===== src/rtl/cpc_bus_cycle_decoder_if.sv =====
// Z80 bus strobes in, decoded cycle events out.
// Master drives the Z80 side; slave is the decoder.
interface cpc_bus_cycle_decoder_if;

    logic       mreq_b;
    logic       iorq_b;
    logic       rfsh_b;
    logic       wr_b;
    logic       adr15;
    logic       adr14;
    logic [7:0] data;

    logic [5:0] ramblock;
    logic       cfg_wr;
    logic       mem_start;
    logic       mem_wr;
    logic       mem_end;
    logic       rfsh_start;
    logic       io_end;
    logic [1:0] blk_hi;
    logic [2:0] tstate;
    logic       bus_err;

    modport master (
        output mreq_b,
        output iorq_b,
        output rfsh_b,
        output wr_b,
        output adr15,
        output adr14,
        output data,
        input  ramblock,
        input  cfg_wr,
        input  mem_start,
        input  mem_wr,
        input  mem_end,
        input  rfsh_start,
        input  io_end,
        input  blk_hi,
        input  tstate,
        input  bus_err
    );

    modport slave (
        input  mreq_b,
        input  iorq_b,
        input  rfsh_b,
        input  wr_b,
        input  adr15,
        input  adr14,
        input  data,
        output ramblock,
        output cfg_wr,
        output mem_start,
        output mem_wr,
        output mem_end,
        output rfsh_start,
        output io_end,
        output blk_hi,
        output tstate,
        output bus_err
    );

endinterface


===== src/rtl/cpc_bus_cycle_decoder.sv =====
// Z80 bus cycle classifier and bank-select register
// for the 512K RAM expansion front end.
module cpc_bus_cycle_decoder #(
    parameter logic [1:0] CFG_PREFIX = 2'b11,
    parameter logic [2:0] TS_MAX     = 3'd7
) (
    input logic                     clk,
    input logic                     reset,
    cpc_bus_cycle_decoder_if.slave  bus
);

    typedef enum logic [2:0] {
        ARM,
        IDLE,
        MEM,
        RFSH,
        IO,
        HOLD
    } state_t;

    logic       mreq_s;
    logic       iorq_s;
    logic       rfsh_s;
    logic       wr_s;
    logic       adr15_s;
    logic       adr14_s;
    logic [7:0] data_s;

    state_t     state_q;
    state_t     state_n;

    logic [5:0] ramblock_q;
    logic [5:0] ramblock_n;
    logic       cfg_wr_q;
    logic       cfg_wr_n;
    logic       mem_start_q;
    logic       mem_start_n;
    logic       mem_wr_q;
    logic       mem_wr_n;
    logic       mem_end_q;
    logic       mem_end_n;
    logic       rfsh_start_q;
    logic       rfsh_start_n;
    logic       io_end_q;
    logic       io_end_n;
    logic [1:0] blk_hi_q;
    logic [1:0] blk_hi_n;
    logic [2:0] tstate_q;
    logic [2:0] tstate_n;
    logic       bus_err_q;
    logic       bus_err_n;
    logic       pend_q;
    logic       pend_n;
    logic [5:0] pdat_q;
    logic [5:0] pdat_n;

    logic [2:0] ts_inc;
    logic       cfg_hit;

    assign ts_inc  = (tstate_q >= TS_MAX) ? TS_MAX : tstate_q + 3'd1;
    assign cfg_hit = !wr_s && !adr15_s && (data_s[7:6] == CFG_PREFIX);

    // Input register; strobes reset to "asserted" so ARM needs a real idle sample
    always_ff @(posedge clk) begin
        if (reset) begin
            mreq_s  <= 1'b0;
            iorq_s  <= 1'b0;
            rfsh_s  <= 1'b0;
            wr_s    <= 1'b0;
            adr15_s <= 1'b0;
            adr14_s <= 1'b0;
            data_s  <= 8'h00;
        end else begin
            mreq_s  <= bus.mreq_b;
            iorq_s  <= bus.iorq_b;
            rfsh_s  <= bus.rfsh_b;
            wr_s    <= bus.wr_b;
            adr15_s <= bus.adr15;
            adr14_s <= bus.adr14;
            data_s  <= bus.data;
        end
    end

    // Next state, event pulses and register updates from the sampled bus
    always_comb begin
        state_n      = state_q;
        ramblock_n   = ramblock_q;
        cfg_wr_n     = 1'b0;
        mem_start_n  = 1'b0;
        mem_wr_n     = mem_wr_q;
        mem_end_n    = 1'b0;
        rfsh_start_n = 1'b0;
        io_end_n     = 1'b0;
        blk_hi_n     = blk_hi_q;
        tstate_n     = tstate_q;
        bus_err_n    = bus_err_q;
        pend_n       = pend_q;
        pdat_n       = pdat_q;

        unique case (state_q)
            ARM: begin
                if (mreq_s && iorq_s && wr_s) begin
                    state_n = IDLE;
                end
            end
            IDLE: begin
                if (!mreq_s && !iorq_s) begin
                    state_n   = HOLD;
                    bus_err_n = 1'b1;
                end else if (!mreq_s && !rfsh_s) begin
                    state_n      = RFSH;
                    rfsh_start_n = 1'b1;
                    tstate_n     = 3'd0;
                end else if (!mreq_s) begin
                    state_n     = MEM;
                    mem_start_n = 1'b1;
                    blk_hi_n    = {adr15_s, adr14_s};
                    mem_wr_n    = 1'b0;
                    tstate_n    = 3'd0;
                end else if (!iorq_s) begin
                    state_n  = IO;
                    tstate_n = 3'd0;
                    pend_n   = 1'b0;
                end
            end
            MEM: begin
                tstate_n = ts_inc;
                if (!wr_s) begin
                    mem_wr_n = 1'b1;
                end
                if (mreq_s) begin
                    mem_end_n = 1'b1;
                    state_n   = IDLE;
                end
            end
            RFSH: begin
                tstate_n = ts_inc;
                if (mreq_s) begin
                    state_n = IDLE;
                end
            end
            IO: begin
                tstate_n = ts_inc;
                if (iorq_s) begin
                    io_end_n = 1'b1;
                    if (pend_q) begin
                        ramblock_n = pdat_q;
                        cfg_wr_n   = 1'b1;
                        pend_n     = 1'b0;
                    end
                    state_n = IDLE;
                end else if (cfg_hit) begin
                    pend_n = 1'b1;
                    pdat_n = data_s[5:0];
                end
            end
            HOLD: begin
                if (mreq_s && iorq_s) begin
                    state_n = IDLE;
                end
            end
            default: begin
                state_n = ARM;
            end
        endcase
    end

    // State and registered outputs; reset abandons any cycle in flight
    always_ff @(posedge clk) begin
        if (reset) begin
            state_q      <= ARM;
            ramblock_q   <= 6'd0;
            cfg_wr_q     <= 1'b0;
            mem_start_q  <= 1'b0;
            mem_wr_q     <= 1'b0;
            mem_end_q    <= 1'b0;
            rfsh_start_q <= 1'b0;
            io_end_q     <= 1'b0;
            blk_hi_q     <= 2'b00;
            tstate_q     <= 3'd0;
            bus_err_q    <= 1'b0;
            pend_q       <= 1'b0;
            pdat_q       <= 6'd0;
        end else begin
            state_q      <= state_n;
            ramblock_q   <= ramblock_n;
            cfg_wr_q     <= cfg_wr_n;
            mem_start_q  <= mem_start_n;
            mem_wr_q     <= mem_wr_n;
            mem_end_q    <= mem_end_n;
            rfsh_start_q <= rfsh_start_n;
            io_end_q     <= io_end_n;
            blk_hi_q     <= blk_hi_n;
            tstate_q     <= tstate_n;
            bus_err_q    <= bus_err_n;
            pend_q       <= pend_n;
            pdat_q       <= pdat_n;
        end
    end

    assign bus.ramblock   = ramblock_q;
    assign bus.cfg_wr     = cfg_wr_q;
    assign bus.mem_start  = mem_start_q;
    assign bus.mem_wr     = mem_wr_q;
    assign bus.mem_end    = mem_end_q;
    assign bus.rfsh_start = rfsh_start_q;
    assign bus.io_end     = io_end_q;
    assign bus.blk_hi     = blk_hi_q;
    assign bus.tstate     = tstate_q;
    assign bus.bus_err    = bus_err_q;

endmodule


===== src/flat_wrapper.sv =====
// flat-port wrapper written by rule: the top's interface ports become plain ports
module cpc_bus_cycle_decoder_flat 
#(
    parameter logic [1:0] CFG_PREFIX = 2'b11,
    parameter logic [2:0] TS_MAX     = 3'd7
)
  (clk, reset, bus_mreq_b, bus_iorq_b, bus_rfsh_b, bus_wr_b, bus_adr15, bus_adr14, bus_data, bus_ramblock, bus_cfg_wr, bus_mem_start, bus_mem_wr, bus_mem_end, bus_rfsh_start, bus_io_end, bus_blk_hi, bus_tstate, bus_bus_err);
  cpc_bus_cycle_decoder_if bus_i ();
  input logic clk;
  input logic reset;
  input wire logic [$bits(bus_i.mreq_b)-1:0] bus_mreq_b;
  input wire logic [$bits(bus_i.iorq_b)-1:0] bus_iorq_b;
  input wire logic [$bits(bus_i.rfsh_b)-1:0] bus_rfsh_b;
  input wire logic [$bits(bus_i.wr_b)-1:0] bus_wr_b;
  input wire logic [$bits(bus_i.adr15)-1:0] bus_adr15;
  input wire logic [$bits(bus_i.adr14)-1:0] bus_adr14;
  input wire logic [$bits(bus_i.data)-1:0] bus_data;
  output wire logic [$bits(bus_i.ramblock)-1:0] bus_ramblock;
  output wire logic [$bits(bus_i.cfg_wr)-1:0] bus_cfg_wr;
  output wire logic [$bits(bus_i.mem_start)-1:0] bus_mem_start;
  output wire logic [$bits(bus_i.mem_wr)-1:0] bus_mem_wr;
  output wire logic [$bits(bus_i.mem_end)-1:0] bus_mem_end;
  output wire logic [$bits(bus_i.rfsh_start)-1:0] bus_rfsh_start;
  output wire logic [$bits(bus_i.io_end)-1:0] bus_io_end;
  output wire logic [$bits(bus_i.blk_hi)-1:0] bus_blk_hi;
  output wire logic [$bits(bus_i.tstate)-1:0] bus_tstate;
  output wire logic [$bits(bus_i.bus_err)-1:0] bus_bus_err;
  assign bus_i.mreq_b = bus_mreq_b;
  assign bus_i.iorq_b = bus_iorq_b;
  assign bus_i.rfsh_b = bus_rfsh_b;
  assign bus_i.wr_b = bus_wr_b;
  assign bus_i.adr15 = bus_adr15;
  assign bus_i.adr14 = bus_adr14;
  assign bus_i.data = bus_data;
  assign bus_ramblock = bus_i.ramblock;
  assign bus_cfg_wr = bus_i.cfg_wr;
  assign bus_mem_start = bus_i.mem_start;
  assign bus_mem_wr = bus_i.mem_wr;
  assign bus_mem_end = bus_i.mem_end;
  assign bus_rfsh_start = bus_i.rfsh_start;
  assign bus_io_end = bus_i.io_end;
  assign bus_blk_hi = bus_i.blk_hi;
  assign bus_tstate = bus_i.tstate;
  assign bus_bus_err = bus_i.bus_err;
  cpc_bus_cycle_decoder #(.CFG_PREFIX(CFG_PREFIX), .TS_MAX(TS_MAX)) u_core (.clk(clk), .reset(reset), .bus(bus_i));
endmodule

===== config.mk =====
export PLATFORM = sky130hd
export DESIGN_NAME = cpc_bus_cycle_decoder_flat
export DESIGN_NICKNAME = d
export VERILOG_FILES = /design/src/rtl/cpc_bus_cycle_decoder_if.sv /design/src/rtl/cpc_bus_cycle_decoder.sv /design/src/flat_wrapper.sv
export SDC_FILE = /design/constraint.sdc
export NUM_CORES = 1
export LEC_CHECK = 0
export ABC_CLOCK_PERIOD_IN_PS = 1200
export BUFFER_PORTS_ARGS = -buffer_cell sky130_fd_sc_hd__buf_2
export CORE_MARGIN = 2
export CORE_UTILIZATION = 48
export CTS_BUF_LIST = sky130_fd_sc_hd__clkbuf_16
export DETAILED_ROUTE_END_ITERATION = 12
export PLACE_DENSITY = 0.74
export REMOVE_ABC_BUFFERS = 1
export SKIP_LAST_GASP = 1
export SLEW_MARGIN = 20
export SYNTH_ARGS = -nofsm -noshare
export SYNTH_HDL_FRONTEND = slang
export SYNTH_SLANG_ARGS = --single-unit

===== constraint.sdc =====
create_clock -name clk -period 1.2 [get_ports clk]
set_clock_uncertainty 0.05 [all_clocks]
set_input_delay 0.24 -clock clk [delete_from_list [all_inputs] [get_ports clk]]
set_output_delay 0.24 -clock clk [all_outputs]
set_load 0.01 [all_outputs]

==> metrics.txt, run 1 <==
# TYPE chip_impl_metric gauge
chip_impl_metric{name="dp.cells",unit=""} 243
chip_impl_metric{name="timing.critical_path.arrival",unit="ns"} 1.48
chip_impl_metric{name="rr_worst_depth",unit=""} 5
chip_impl_metric{name="final_max_slew_viol_count",unit=""} 0
chip_impl_metric{name="finalWeightedCongestion",unit=""} 0.781
chip_impl_info{name="worstReg2RegStart",value="u_core.state_q[2]$_SDFFE_PP0P_"} 1
chip_impl_metric{name="antenna_violations_before_repair",unit=""} 0
chip_impl_metric{name="route.vias.total",unit=""} 1287
chip_impl_metric{name="cts.hold.buffers_added",unit=""} 0
chip_impl_metric{name="drtIter0Drc",unit=""} 34
chip_impl_metric{name="ys_async_sr_fraction",unit="%"} 0
chip_impl_metric{name="post-dp-hpwl",unit="mm"} 2.28
chip_impl_info{name="reg2reg_to",value="u_core.state_q[2]$_SDFFE_PP0P_"} 1
chip_impl_metric{name="post-route-drc-count",unit=""} 0
chip_impl_metric{name="fin_area",unit="mm²"} 0.00230
chip_impl_metric{name="synth_area_per_cell",unit="µm²"} 10.5
chip_impl_metric{name="postLayoutSetupSlackWorst",unit="ns"} -0.127
chip_impl_metric{name="num_antenna_cells",unit=""} 0
chip_impl_metric{name="worst_r2r_setup_slack",unit="ns"} -0.13
chip_impl_metric{name="drive_above_1_share",unit="%"} 42.9
chip_impl_metric{name="antenna_left",unit=""} 0
chip_impl_metric{name="pin_count",unit=""} 34
chip_impl_metric{name="achievable-frequency",unit="MHz"} 753
chip_impl_metric{name="floorplan.die_area",unit="mm²"} 0.00388
chip_impl_info{name="cts_root_buffer_type",value="sky130_fd_sc_hd__clkbuf_16"} 1
chip_impl_metric{name="combined_area_of_all_synthesized_cells",unit="mm²"} 0.00163
chip_impl_metric{name="power_leakage",unit="nW"} 1.08
chip_impl_metric{name="yosysSeqAreaShare",unit="%"} 51.5
chip_impl_metric{name="worst_setup_hold_path_clk_slew",unit="ns"} 0.06
chip_impl_metric{name="final-instance-count-excl-fill",unit=""} 258
chip_impl_info{name="violations",value="negative setup slack"} 1
chip_impl_metric{name="clockBufferDepth",unit=""} 2
chip_impl_metric{name="clkLatencyLatePin",unit="ns"} 0.28
chip_impl_metric{name="synth-warning-count",unit=""} 0
chip_impl_metric{name="synthesis.instances",unit=""} 155
chip_impl_metric{name="power.switching_fraction",unit="%"} 26.2
chip_impl_metric{name="pin_count_of_the_biggest_net_entering_global_routing",unit=""} 35
chip_impl_metric{name="num-nets-final",unit=""} 229
chip_impl_metric{name="net-switching-power",unit="mW"} 1.20
chip_impl_metric{name="slew_headroom",unit="%"} 77.7
chip_impl_metric{name="final.min_clock_period",unit="ns"} 1.33
chip_impl_metric{name="cts.sinks",unit=""} 42
chip_impl_metric{name="fp.coreArea",unit="mm²"} 0.00331
chip_impl_metric{name="drtPass1Iterations",unit=""} 4
chip_impl_metric{name="worst_hold_slack",unit="ns"} 0.114
chip_impl_info{name="endpoint_kind",value="register"} 1
chip_impl_info{name="tritoncts",value="built"} 1
chip_impl_info{name="crit_end",value="u_core.state_q[2]$_SDFFE_PP0P_"} 1
chip_impl_info{name="yosys_most_used_dff",value="sky130_fd_sc_hd__dfxtp_1"} 1
chip_impl_metric{name="power_frac_seq",unit="%"} 36.0
chip_impl_metric{name="fin_setup_tns",unit="ns"} -1.92
chip_impl_metric{name="grt_pass1_vias",unit=""} 1309
chip_impl_metric{name="crit_path_max_incr_delay",unit="ns"} 0.36
chip_impl_metric{name="power_frac_clock",unit="%"} 37.5
chip_impl_metric{name="postSynthRegisterBits",unit=""} 42
chip_impl_metric{name="avgRoutedWirePerCell",unit="µm"} 13.5
chip_impl_metric{name="placement.cell_area",unit="mm²"} 0.00195
chip_impl_metric{name="grt_pass1_wl",unit="mm"} 6.01
chip_impl_info{name="type_of_element_launching_the_critical_path",value="register"} 1
chip_impl_info{name="cpMaxStageDelayCell",value="sky130_fd_sc_hd__dfxtp_4"} 1
chip_impl_metric{name="die-height",unit="µm"} 62.3
chip_impl_metric{name="initial_core_util",unit="%"} 49.3
chip_impl_metric{name="place.port_buffers",unit=""} 33
chip_impl_metric{name="die_width",unit="µm"} 62.3
chip_impl_info{name="setup_repair_after_global_routing_missed_its_margin",value="true"} 1
chip_impl_info{name="run_status",value="finished with violations"} 1
chip_impl_metric{name="numCtsBuffers",unit=""} 5
chip_impl_metric{name="groute.usage.overall",unit="%"} 19.8
chip_impl_metric{name="area_growth_syn_to_layout",unit="%"} 40.7
chip_impl_info{name="holdCritPathClass",value="input pin to register"} 1
chip_impl_metric{name="combinationalPowerShare",unit="%"} 26.5
chip_impl_metric{name="ir_drop",unit="mV"} 1.42
chip_impl_metric{name="power_report.internal_total",unit="mW"} 3.37
chip_impl_metric{name="edff_count_synth",unit=""} 0
chip_impl_metric{name="final-hold-violation-count",unit=""} 0
chip_impl_metric{name="worst_endpoint_required_time",unit="ns"} 1.35
chip_impl_metric{name="final_setup_violations",unit=""} 24
chip_impl_metric{name="floorplan.rows",unit=""} 21
chip_impl_metric{name="grt_overflow",unit=""} 0
chip_impl_metric{name="final.period_utilization",unit="%"} 111
chip_impl_metric{name="detail_route.wirelength",unit="mm"} 3.47
chip_impl_info{name="worst_setup_path_startpoint",value="u_core.state_q[2]$_SDFFE_PP0P_"} 1
chip_impl_metric{name="clock_tree.htree_level_count",unit=""} 2
chip_impl_metric{name="fin_util",unit="%"} 69.4
chip_impl_metric{name="crit_path_max_fanout",unit=""} 5
chip_impl_info{name="crit_type",value="register to register"} 1
chip_impl_metric{name="p_per_area",unit="mW/mm²"} 1990
chip_impl_metric{name="yosys.cell_types.count",unit=""} 37
chip_impl_info{name="worstPathCellList",value="buf_4 > o21a_1 > a31oi_4 > o211ai_1 > a21oi_1"} 1
chip_impl_metric{name="tightest_slew",unit="ns"} 0.335
chip_impl_metric{name="max_cap_viol_count",unit=""} 0
chip_impl_metric{name="routed_via_density",unit=""} 4.99
==> synth_stat cells, types with 2 or more instances <==
| cell | n | share of area, % |
|---|---|---|
| sky130_fd_sc_hd__o21ai_1 | 3 | 0.92 |
| sky130_fd_sc_hd__nor2b_1 | 17 | 6.5 |
| sky130_fd_sc_hd__inv_1 | 3 | 0.69 |
| sky130_fd_sc_hd__clkbuf_1 | 4 | 0.92 |
| sky130_fd_sc_hd__o21a_1 | 2 | 0.92 |
| sky130_fd_sc_hd__buf_2 | 2 | 0.61 |
| sky130_fd_sc_hd__nand2_1 | 7 | 1.6 |
| sky130_fd_sc_hd__a21oi_1 | 5 | 1.5 |
| sky130_fd_sc_hd__mux2i_1 | 15 | 9.2 |
| sky130_fd_sc_hd__nor3b_4 | 2 | 2.3 |
| sky130_fd_sc_hd__nand3_4 | 3 | 3.2 |
| sky130_fd_sc_hd__nor2_1 | 24 | 5.5 |
| sky130_fd_sc_hd__ha_1 | 2 | 1.5 |
| sky130_fd_sc_hd__nand2b_1 | 2 | 0.77 |
| sky130_fd_sc_hd__dfxtp_1 | 42 | 51 |
==> how the worst min path moves through the flow <==
| stage | from | end | slack, ns | cells after the start |
|---|---|---|---|---|
| floorplan | reset | u_core.state_q[1]$_SDFFE_PP0P_ | 0.25 | 1 |
| global placement | u_core.data_s[4]$_SDFF_PP0_ | u_core.pdat_q[4]$_SDFFE_PP0P_ | 0.39 | 2 |
| detailed placement | bus_data[6] | u_core.data_s[6]$_SDFF_PP0_ | 0.40 | 2 |
| CTS | bus_data[0] | u_core.data_s[0]$_SDFF_PP0_ | 0.11 | 2 |
| global route | bus_data[2] | u_core.data_s[2]$_SDFF_PP0_ | 0.11 | 2 |
| finish | bus_data[0] | u_core.data_s[0]$_SDFF_PP0_ | 0.11 | 2 |
==> sequential cells by signal, indices dropped and copies added, names as in the netlist <==
name                   count
u_core.data_s              8
u_core.bus.mem_start       1
u_core.bus.blk_hi          2
u_core.bus.ramblock        6
u_core.pdat_q              6
u_core.bus.bus_err         1
u_core.wr_s                1
u_core.state_q             3
u_core.bus.tstate          3
u_core.pend_q              1
u_core.bus.mem_wr          1
u_core.iorq_s              1
u_core.bus.cfg_wr          1
u_core.mreq_s              1
u_core.bus.io_end          1
u_core.adr14_s             1
u_core.bus.rfsh_start      1
u_core.adr15_s             1
u_core.bus.mem_end         1
u_core.rfsh_s              1
==> per-layer routing <==
layer  vias up  global-route usage, %  share of wire [%]
met5         -                      0                  0
met2        30                   34.1                 52
met3        13                   5.80                4.2
met4         0                   9.72                3.4
li1        644                      -                  -
met1       600                   22.3                 40
==> area by class of cell <==
type                    count  area, µm²
clock buffers               5        125
repair buffers             57        373
fillers                   264       1010
clock inverters             3       68.8
inverters                   3       15.0
well taps                  46       57.6
multi-input cells         102        801
flip-flops and latches     42        857
==> what timing repair did <==
| action | in CTS | in global routing |
|---|---|---|
| resized for setup | 20 | 6 |
| hold endpoints to repair | 0 | 0 |
| setup endpoints to repair | 25 | 27 |
| gates cloned | 0 | 0 |
| pin swaps | 8 | 7 |
| setup buffers | 6 | 1 |
==> power by group through the flow <==
stage,combinational (mW),sequential [mW],clock [mW]
after CTS,1.14,1.64,1.74
final,1.21,1.65,1.71
after global placement,0.895,1.64,0
after floorplan,0.464,1.69,0
after detailed placement,0.933,1.65,0
after global routing,1.31,1.67,1.81
==> cells by family (layout without fill, tap and decap cells) <==
group	count (synthesis)	in the layout	synth area share (%)
AOI/OAI and AO/OA	22	22	10.2
and+or+nand+nor	62	62	23.7
DFF	42	42	51.5
adders and majority gates	2	2	1.53
xor gates and xnor gates	1	1	0.536
buffers and inverters	11	68	3.37
muxes	15	15	9.20
==> through the flow <==
step	setup WS (ns)	power, mW
2_1_floorplan	-0.260	2.15
3_3_place_gp	-0.146	2.53
3_5_place_dp	-0.220	2.58
4_1_cts	-0.0935	4.52
5_1_grt	-0.192	4.78
6_report	-0.127	4.57
==> layout by cell type, fill, tap and decap left out, types with 3 or more instances in the layout <==
cell type                   count
sky130_fd_sc_hd__nor2b_1       15
sky130_fd_sc_hd__nand2_1        6
sky130_fd_sc_hd__a21oi_1        4
sky130_fd_sc_hd__buf_4         19
sky130_fd_sc_hd__o21ai_1        3
sky130_fd_sc_hd__dfxtp_1       37
sky130_fd_sc_hd__mux2i_1       15
sky130_fd_sc_hd__nand3_4        3
sky130_fd_sc_hd__buf_2         33
sky130_fd_sc_hd__dfxtp_4        4
sky130_fd_sc_hd__nor2_1        24
sky130_fd_sc_hd__clkbuf_16      5
sky130_fd_sc_hd__buf_6          4
==> worst max-delay path: cells and delay by family (launching register included) <==
family | cells | cell delay (ns)
flip-flops | 1 | 0.36
buffers and inverters | 1 | 0.15
AO/OA/AOI/OAI | 4 | 0.69
Power figures use the tool's default switching activity.
==> run 2, diff against run 1 <==
--- a/config.mk
+++ b/config.mk
@@ -8,10 +8,9 @@
 export ABC_CLOCK_PERIOD_IN_PS = 1200
 export BUFFER_PORTS_ARGS = -buffer_cell sky130_fd_sc_hd__buf_2
 export CORE_MARGIN = 2
-export CORE_UTILIZATION = 48
+export CORE_UTILIZATION = 40
 export CTS_BUF_LIST = sky130_fd_sc_hd__clkbuf_16
 export DETAILED_ROUTE_END_ITERATION = 12
-export PLACE_DENSITY = 0.74
 export REMOVE_ABC_BUFFERS = 1
 export SKIP_LAST_GASP = 1
 export SLEW_MARGIN = 20
==> run 2 against run 1 <==
Combinational power shrank 6%. Largest cell class unchanged. Utilization shrank 13 points. Wire length shrank 6.3%. Critical path type unchanged. First-iteration DRC count grew 2.9%. The run still ends with negative setup slack left. Clock-buffer cell count is the same. Final cell count grew 0.78%. Non-clock buffer count shrank 2. Clock power shrank 15%. Via count shrank 2.6%.
==> metrics.txt, run 2 (same netlist as run 1, synthesis figures left out) <==
# TYPE chip_impl_metric gauge
chip_impl_metric{name="avgRoutedWirePerCell",unit="µm"} 12.5
chip_impl_metric{name="numCtsBuffers",unit=""} 5
chip_impl_metric{name="drtIter0Drc",unit=""} 35
chip_impl_info{name="top_layer_used",value="met4"} 1
chip_impl_metric{name="ir_drop",unit="mV"} 0.895
chip_impl_metric{name="worst_setup_hold_path_clk_slew",unit="ns"} 0.06
chip_impl_metric{name="initial_core_util",unit="%"} 41.1
chip_impl_metric{name="drive_above_1_share",unit="%"} 42.9
chip_impl_metric{name="worst_endpoint_required_time",unit="ns"} 1.36
chip_impl_metric{name="p_per_area",unit="mW/mm²"} 1890
chip_impl_metric{name="power_leakage",unit="nW"} 1.06
chip_impl_metric{name="cts.hold.buffers_added",unit=""} 0
chip_impl_metric{name="final.period_utilization",unit="%"} 110
chip_impl_metric{name="timing.critical_path.arrival",unit="ns"} 1.48
chip_impl_metric{name="clkLatencyLatePin",unit="ns"} 0.27
chip_impl_metric{name="crit_path_max_fanout",unit=""} 7
chip_impl_metric{name="slew_headroom",unit="%"} 79.0
chip_impl_metric{name="fp.coreArea",unit="mm²"} 0.00397
chip_impl_metric{name="die-height",unit="µm"} 67.9
chip_impl_metric{name="clockBufferDepth",unit=""} 2
chip_impl_metric{name="die_width",unit="µm"} 67.9
chip_impl_info{name="endpoint_kind",value="register"} 1
chip_impl_metric{name="fillerInstances",unit=""} 325
chip_impl_info{name="setup_repair_after_global_routing_missed_its_margin",value="true"} 1
chip_impl_metric{name="groute.usage.overall",unit="%"} 15.8
chip_impl_metric{name="final_setup_violations",unit=""} 24
chip_impl_metric{name="met2WireLength",unit="mm"} 1.63
chip_impl_metric{name="sequential_cell_area",unit="µm²"} 858
chip_impl_metric{name="max_ffs_per_register",unit=""} 8
chip_impl_metric{name="grt_pass1_vias",unit=""} 1228
chip_impl_metric{name="num-nets-final",unit=""} 227
chip_impl_metric{name="multiInputGateArea",unit="µm²"} 797
chip_impl_metric{name="num_antenna_cells",unit=""} 0
chip_impl_info{name="layout_commonest_cell",value="sky130_fd_sc_hd__dfxtp_1"} 1
chip_impl_metric{name="cts.sinks",unit=""} 42
chip_impl_metric{name="detail_route.wirelength",unit="mm"} 3.25
chip_impl_metric{name="tightest_slew",unit="ns"} 0.314
chip_impl_metric{name="power.total",unit="mW"} 4.25
chip_impl_metric{name="drtPass1Iterations",unit=""} 4
chip_impl_metric{name="routed_via_density",unit=""} 4.82
chip_impl_metric{name="final_max_slew_viol_count",unit=""} 0
chip_impl_metric{name="clock_tree.htree_level_count",unit=""} 2
chip_impl_info{name="crit_type",value="register to register"} 1
chip_impl_info{name="tritoncts",value="built"} 1
chip_impl_metric{name="max_cap_viol_count",unit=""} 0
chip_impl_metric{name="dp_worst_setup_slack",unit="ns"} -0.200
chip_impl_metric{name="pin_count",unit=""} 34
chip_impl_info{name="violations",value="negative setup slack"} 1
chip_impl_metric{name="antenna_left",unit=""} 0
chip_impl_metric{name="area_growth_syn_to_layout",unit="%"} 37.8
chip_impl_metric{name="place.port_buffers",unit=""} 33
chip_impl_info{name="top_library_cells_by_usage_in_the_layout_fill_and_taps_aside",value="36 x sky130_fd_sc_hd__dfxtp_1, 33 x sky130_fd_sc_hd__buf_2, 22 x sky130_fd_sc_hd__nor2_1, 18 x sky130_fd_sc_hd__buf_4"} 1
chip_impl_metric{name="postLayoutSetupSlackWorst",unit="ns"} -0.126
chip_impl_metric{name="floorplan.rows",unit=""} 23
chip_impl_info{name="run_status",value="finished with violations"} 1
chip_impl_info{name="holdCritPathClass",value="input pin to register"} 1
chip_impl_metric{name="wl_met3",unit="µm"} 104
chip_impl_metric{name="post-dp-hpwl",unit="mm"} 2.24
chip_impl_metric{name="grt_overflow",unit=""} 0
chip_impl_metric{name="met1_length",unit="mm"} 1.44
chip_impl_metric{name="pin_count_of_the_biggest_net_entering_global_routing",unit=""} 35
chip_impl_info{name="type_of_element_launching_the_critical_path",value="register"} 1
chip_impl_metric{name="placement.cell_area",unit="mm²"} 0.00199
chip_impl_metric{name="route.vias.total",unit=""} 1253
chip_impl_metric{name="floorplan.die_area",unit="mm²"} 0.00461
chip_impl_metric{name="antenna_violations_before_repair",unit=""} 0
chip_impl_metric{name="post-route-drc-count",unit=""} 0
chip_impl_info{name="registers.top_by_ff_count",value="u_core.data_s"} 1
chip_impl_metric{name="grt_pass1_wl",unit="mm"} 5.32
chip_impl_metric{name="achievable-frequency",unit="MHz"} 754
chip_impl_metric{name="finalWeightedCongestion",unit=""} 0.792
chip_impl_metric{name="fin_area",unit="mm²"} 0.00225
chip_impl_metric{name="fin_setup_tns",unit="ns"} -1.82
chip_impl_metric{name="final-hold-violation-count",unit=""} 0
chip_impl_info{name="cts_root_buffer_type",value="sky130_fd_sc_hd__clkbuf_16"} 1
chip_impl_metric{name="fin_util",unit="%"} 56.6
chip_impl_metric{name="final.min_clock_period",unit="ns"} 1.33
## run 2: changes by cell type in the layout (fill, tap and decap cells not counted), sizes merged
cell      previous run  this run
buf                 57        55
bufinv               2         1
clkinv               1         0
clkinvlp             1         0
inv                  2         5
## run 2: power by group
group / leakage (nW) / internal [mW] / switching (mW)
clock: 0.0864 / 0.965 / 0.488
combinational: 0.622 / 0.625 / 0.518
sequential: 0.346 / 1.52 / 0.136
## run 2: metal layers
metal,track usage [%],vias up
met5,0,-
met1,19.0,584
met4,7.50,0
met3,4.77,8
li1,-,636
met2,26.0,25
## run 2: path summary, 6_finish.rpt
| kind | slack, ns | from | cells past startpoint | end |
|---|---|---|---|---|
| worst max-delay path | -0.13 | u_core.state_q[1]$_SDFFE_PP0P_ | 3 | u_core.state_q[2]$_SDFFE_PP0P_ |
| worst min-delay path | 0.12 | bus_adr14 | 2 | u_core.adr14_s$_SDFF_PP0_ |
| worst max register to register | -0.13 | u_core.state_q[1]$_SDFFE_PP0P_ | 3 | u_core.state_q[2]$_SDFFE_PP0P_ |
| worst min register to register | 0.42 | u_core.data_s[2]$_SDFF_PP0_ | 2 | u_core.pdat_q[2]$_SDFFE_PP0P_ |
## run 2: critical path: stages, from the launching register on
cell and delay [ns]:
sky130_fd_sc_hd__dfxtp_4 0.38, sky130_fd_sc_hd__buf_6 0.13, sky130_fd_sc_hd__or4b_4 0.55, sky130_fd_sc_hd__a21oi_2 0.14
## run 2: metrics by stage
stage / hold WS (ns) / cells
floorplan: 0.255 / 147
global placement: 0.394 / 251
detailed placement: 0.399 / 251
CTS: 0.116 / 260
global route: 0.120 / 260
finish: 0.120 / 260
## run 2: final cells by class
class	count	share of cell area, %
Sequential cell	42	38.2
Multi-Input combinational cell	102	35.4
Timing Repair Buffer	55	15.9
Clock buffer	5	5.56
Tap cell	50	2.78
Clock inverter	3	1.67
Inverter	3	0.501
## run 2: repair_timing
| action | CTS | global route |
|---|---|---|
| pin swaps | 9 | 11 |
| buffers inserted | 1 | 2 |
| endpoints found under the setup margin | 25 | 27 |
| gates resized for setup | 13 | 15 |
==> run 3, diff against run 2 <==
--- a/config.mk
+++ b/config.mk
@@ -5,8 +5,8 @@
 export SDC_FILE = /design/constraint.sdc
 export NUM_CORES = 1
 export LEC_CHECK = 0
-export ABC_CLOCK_PERIOD_IN_PS = 1200
-export BUFFER_PORTS_ARGS = -buffer_cell sky130_fd_sc_hd__buf_2
+export ABC_CLOCK_PERIOD_IN_PS = 1500
+export BUFFER_PORTS_ARGS = -buffer_cell sky130_fd_sc_hd__buf_4
 export CORE_MARGIN = 2
 export CORE_UTILIZATION = 40
 export CTS_BUF_LIST = sky130_fd_sc_hd__clkbuf_16
==> constraint.sdc (replaced) <==
create_clock -name clk -period 1.5 [get_ports clk]
set_clock_uncertainty 0.05 [all_clocks]
set_input_delay 0.3 -clock clk [delete_from_list [all_inputs] [get_ports clk]]
set_output_delay 0.3 -clock clk [all_outputs]
set_load 0.01 [all_outputs]
==> run 3 against run 2 <==
The flow now finishes without violations. Wire length fell by 4.9%. Fmax is 6.0% lower. Clock power down 21%. First-iteration DRC count is 37% lower. Sequential share of layout area up 2.0 points. Critical path type unchanged. Combinational power decreased by 44%. Sequential power decreased by 21%.
==> metrics.txt, run 3 (same netlist as run 1, synthesis figures left out) <==
# TYPE chip_impl_metric gauge
chip_impl_info{name="run_status",value="finished, final reports clean"} 1
chip_impl_metric{name="num-nets-final",unit=""} 210
chip_impl_info{name="layout_commonest_cell",value="sky130_fd_sc_hd__dfxtp_1"} 1
chip_impl_metric{name="sequential_cell_area",unit="µm²"} 845
chip_impl_metric{name="final.min_clock_period",unit="ns"} 1.41
chip_impl_metric{name="worst_hold_slack",unit="ns"} 0.184
chip_impl_info{name="crit_family",value="flip-flops"} 1
chip_impl_metric{name="power.total",unit="mW"} 3.11
chip_impl_metric{name="crit_path_max_incr_delay",unit="ns"} 0.50
chip_impl_metric{name="rr_worst_depth",unit=""} 5
chip_impl_metric{name="final_max_slew_viol_count",unit=""} 0
chip_impl_metric{name="max_cap_viol_count",unit=""} 0
chip_impl_metric{name="clkLatencyLatePin",unit="ns"} 0.27
chip_impl_metric{name="routed_via_density",unit=""} 4.93
chip_impl_metric{name="tightest_slew",unit="ns"} 0.399
chip_impl_metric{name="fin_setup_tns",unit="ns"} 0
chip_impl_metric{name="fillerInstances",unit=""} 370
chip_impl_metric{name="place.port_buffers",unit=""} 33
chip_impl_metric{name="route.vias.total",unit=""} 1198
chip_impl_metric{name="timing.critical_path.arrival",unit="ns"} 1.54
chip_impl_metric{name="slew_headroom",unit="%"} 73.4
chip_impl_metric{name="floorplan.rows",unit=""} 23
chip_impl_info{name="crit_type",value="register to register"} 1
chip_impl_metric{name="antenna_violations_before_repair",unit=""} 0
chip_impl_metric{name="num_antenna_cells",unit=""} 0
chip_impl_metric{name="finalWeightedCongestion",unit=""} 0.838
chip_impl_metric{name="placement.cell_area",unit="mm²"} 0.00193
chip_impl_metric{name="cp_num_cells",unit=""} 5
chip_impl_info{name="cpMaxStageDelayCell",value="sky130_fd_sc_hd__dfxtp_1"} 1
chip_impl_metric{name="power_leakage",unit="nW"} 0.961
chip_impl_metric{name="drtIter0Drc",unit=""} 22
chip_impl_metric{name="worstPathBufferInverterCount",unit=""} 2
chip_impl_metric{name="grt_pass1_wl",unit="mm"} 5.05
chip_impl_metric{name="drtPass1Iterations",unit=""} 5
chip_impl_metric{name="cts.hold.buffers_added",unit=""} 0
chip_impl_metric{name="die_width",unit="µm"} 67.9
chip_impl_info{name="cts_root_buffer_type",value="sky130_fd_sc_hd__clkbuf_16"} 1
chip_impl_metric{name="cts.sinks",unit=""} 42
chip_impl_metric{name="post-route-drc-count",unit=""} 0
chip_impl_metric{name="initial_core_util",unit="%"} 41.1
chip_impl_metric{name="antenna_left",unit=""} 0
chip_impl_info{name="worstPathCellList",value="buf_4 > inv_1 > a31oi_1 > o21ai_2 > mux2i_1"} 1
chip_impl_metric{name="grt_pass1_vias",unit=""} 1104
chip_impl_metric{name="post-dp-hpwl",unit="mm"} 2.24
chip_impl_metric{name="p_per_area",unit="mW/mm²"} 1480
chip_impl_metric{name="clockBufferDepth",unit=""} 2
chip_impl_metric{name="detail_route.wirelength",unit="mm"} 3.10
chip_impl_metric{name="die-height",unit="µm"} 67.9
chip_impl_info{name="holdCritPathClass",value="input pin to register"} 1
chip_impl_info{name="setup_repair_after_global_routing_missed_its_margin",value="false"} 1
chip_impl_metric{name="area_growth_syn_to_layout",unit="%"} 28.8
chip_impl_metric{name="pin_count_of_the_biggest_net_entering_global_routing",unit=""} 34
chip_impl_metric{name="avgRoutedWirePerCell",unit="µm"} 12.7
chip_impl_metric{name="numCtsBuffers",unit=""} 5
chip_impl_metric{name="ir_drop",unit="mV"} 0.621
chip_impl_metric{name="drive_above_1_share",unit="%"} 30.6
chip_impl_metric{name="fin_area",unit="mm²"} 0.00210
chip_impl_metric{name="worst_endpoint_required_time",unit="ns"} 1.63
chip_impl_metric{name="fp.coreArea",unit="mm²"} 0.00397
chip_impl_info{name="type_of_element_launching_the_critical_path",value="register"} 1
chip_impl_metric{name="achievable-frequency",unit="MHz"} 709
chip_impl_metric{name="grt_overflow",unit=""} 0
chip_impl_metric{name="pin_count",unit=""} 34
chip_impl_metric{name="floorplan.die_area",unit="mm²"} 0.00461
chip_impl_metric{name="worst_setup_hold_path_clk_slew",unit="ns"} 0.06
chip_impl_info{name="endpoint_kind",value="register"} 1
chip_impl_metric{name="final-hold-violation-count",unit=""} 0
chip_impl_metric{name="max_ffs_per_register",unit=""} 8
chip_impl_info{name="top_library_cells_by_usage_in_the_layout_fill_and_taps_aside",value="39 x sky130_fd_sc_hd__dfxtp_1, 38 x sky130_fd_sc_hd__buf_4, 24 x sky130_fd_sc_hd__nor2_1, 17 x sky130_fd_sc_hd__nor2b_1, 15 x sky130_fd_sc_hd__mux2i_1"} 1
chip_impl_metric{name="final_setup_violations",unit=""} 0
chip_impl_metric{name="final.period_utilization",unit="%"} 94.0
chip_impl_metric{name="multiInputGateArea",unit="µm²"} 737
chip_impl_info{name="registers.top_by_ff_count",value="u_core.data_s"} 1
chip_impl_metric{name="crit_path_max_fanout",unit=""} 6
chip_impl_metric{name="worstHoldPathCells",unit=""} 2
chip_impl_metric{name="fin_util",unit="%"} 53.0
chip_impl_metric{name="groute.usage.overall",unit="%"} 15.2
chip_impl_info{name="tritoncts",value="built"} 1
chip_impl_metric{name="clock_tree.htree_level_count",unit=""} 2
-- run 3: what timing repair did --
action	CTS	global route
buffers inserted	0	1
hold endpoints to repair	0	0
gates resized for setup	0	3
setup endpoints to repair	0	17
-- run 3: final timing paths --
path	start	endpoint	slack, ns
max reg2reg	u_core.state_q[1]$_SDFFE_PP0P_	u_core.state_q[0]$_SDFFE_PP0P_	0.09
min	bus_data[3]	u_core.data_s[3]$_SDFF_PP0_	0.18
min reg2reg	u_core.data_s[2]$_SDFF_PP0_	u_core.pdat_q[2]$_SDFFE_PP0P_	0.41
max	u_core.state_q[1]$_SDFFE_PP0P_	u_core.state_q[0]$_SDFFE_PP0P_	0.09
-- run 3: cell type report --
type | instances | area share, %
Clock buffer | 5 | 5.95
Clock inverter | 3 | 1.78
Inverter | 3 | 0.535
Multi-Input combinational cell | 102 | 35.0
Sequential cell | 42 | 40.2
Tap cell | 50 | 2.97
Timing Repair Buffer | 38 | 13.6
-- run 3: layer usage --
layer | track usage [%] | up-vias | routed length [µm]
li1 | - | 598 | -
met1 | 18.2 | 560 | 1400
met2 | 25.0 | 34 | 1530
met3 | 4.28 | 6 | 112
met4 | 7.75 | 0 | 59
met5 | 0 | - | 0
-- run 3: per-stage QoR --
step	worst slack, ns	cells
6_report	0.0901	243
5_1_grt	0.00556	243
4_1_cts	0.0392	242
3_5_place_dp	0.0618	234
3_3_place_gp	0.0784	234
2_1_floorplan	0.0401	147
-- run 3: power breakdown --
group	internal [mW]	switching, mW	leakage, nW
combinational	0.320	0.321	0.531
sequential	1.21	0.108	0.344
clock	0.772	0.382	0.0864
total	2.30	0.811	0.961
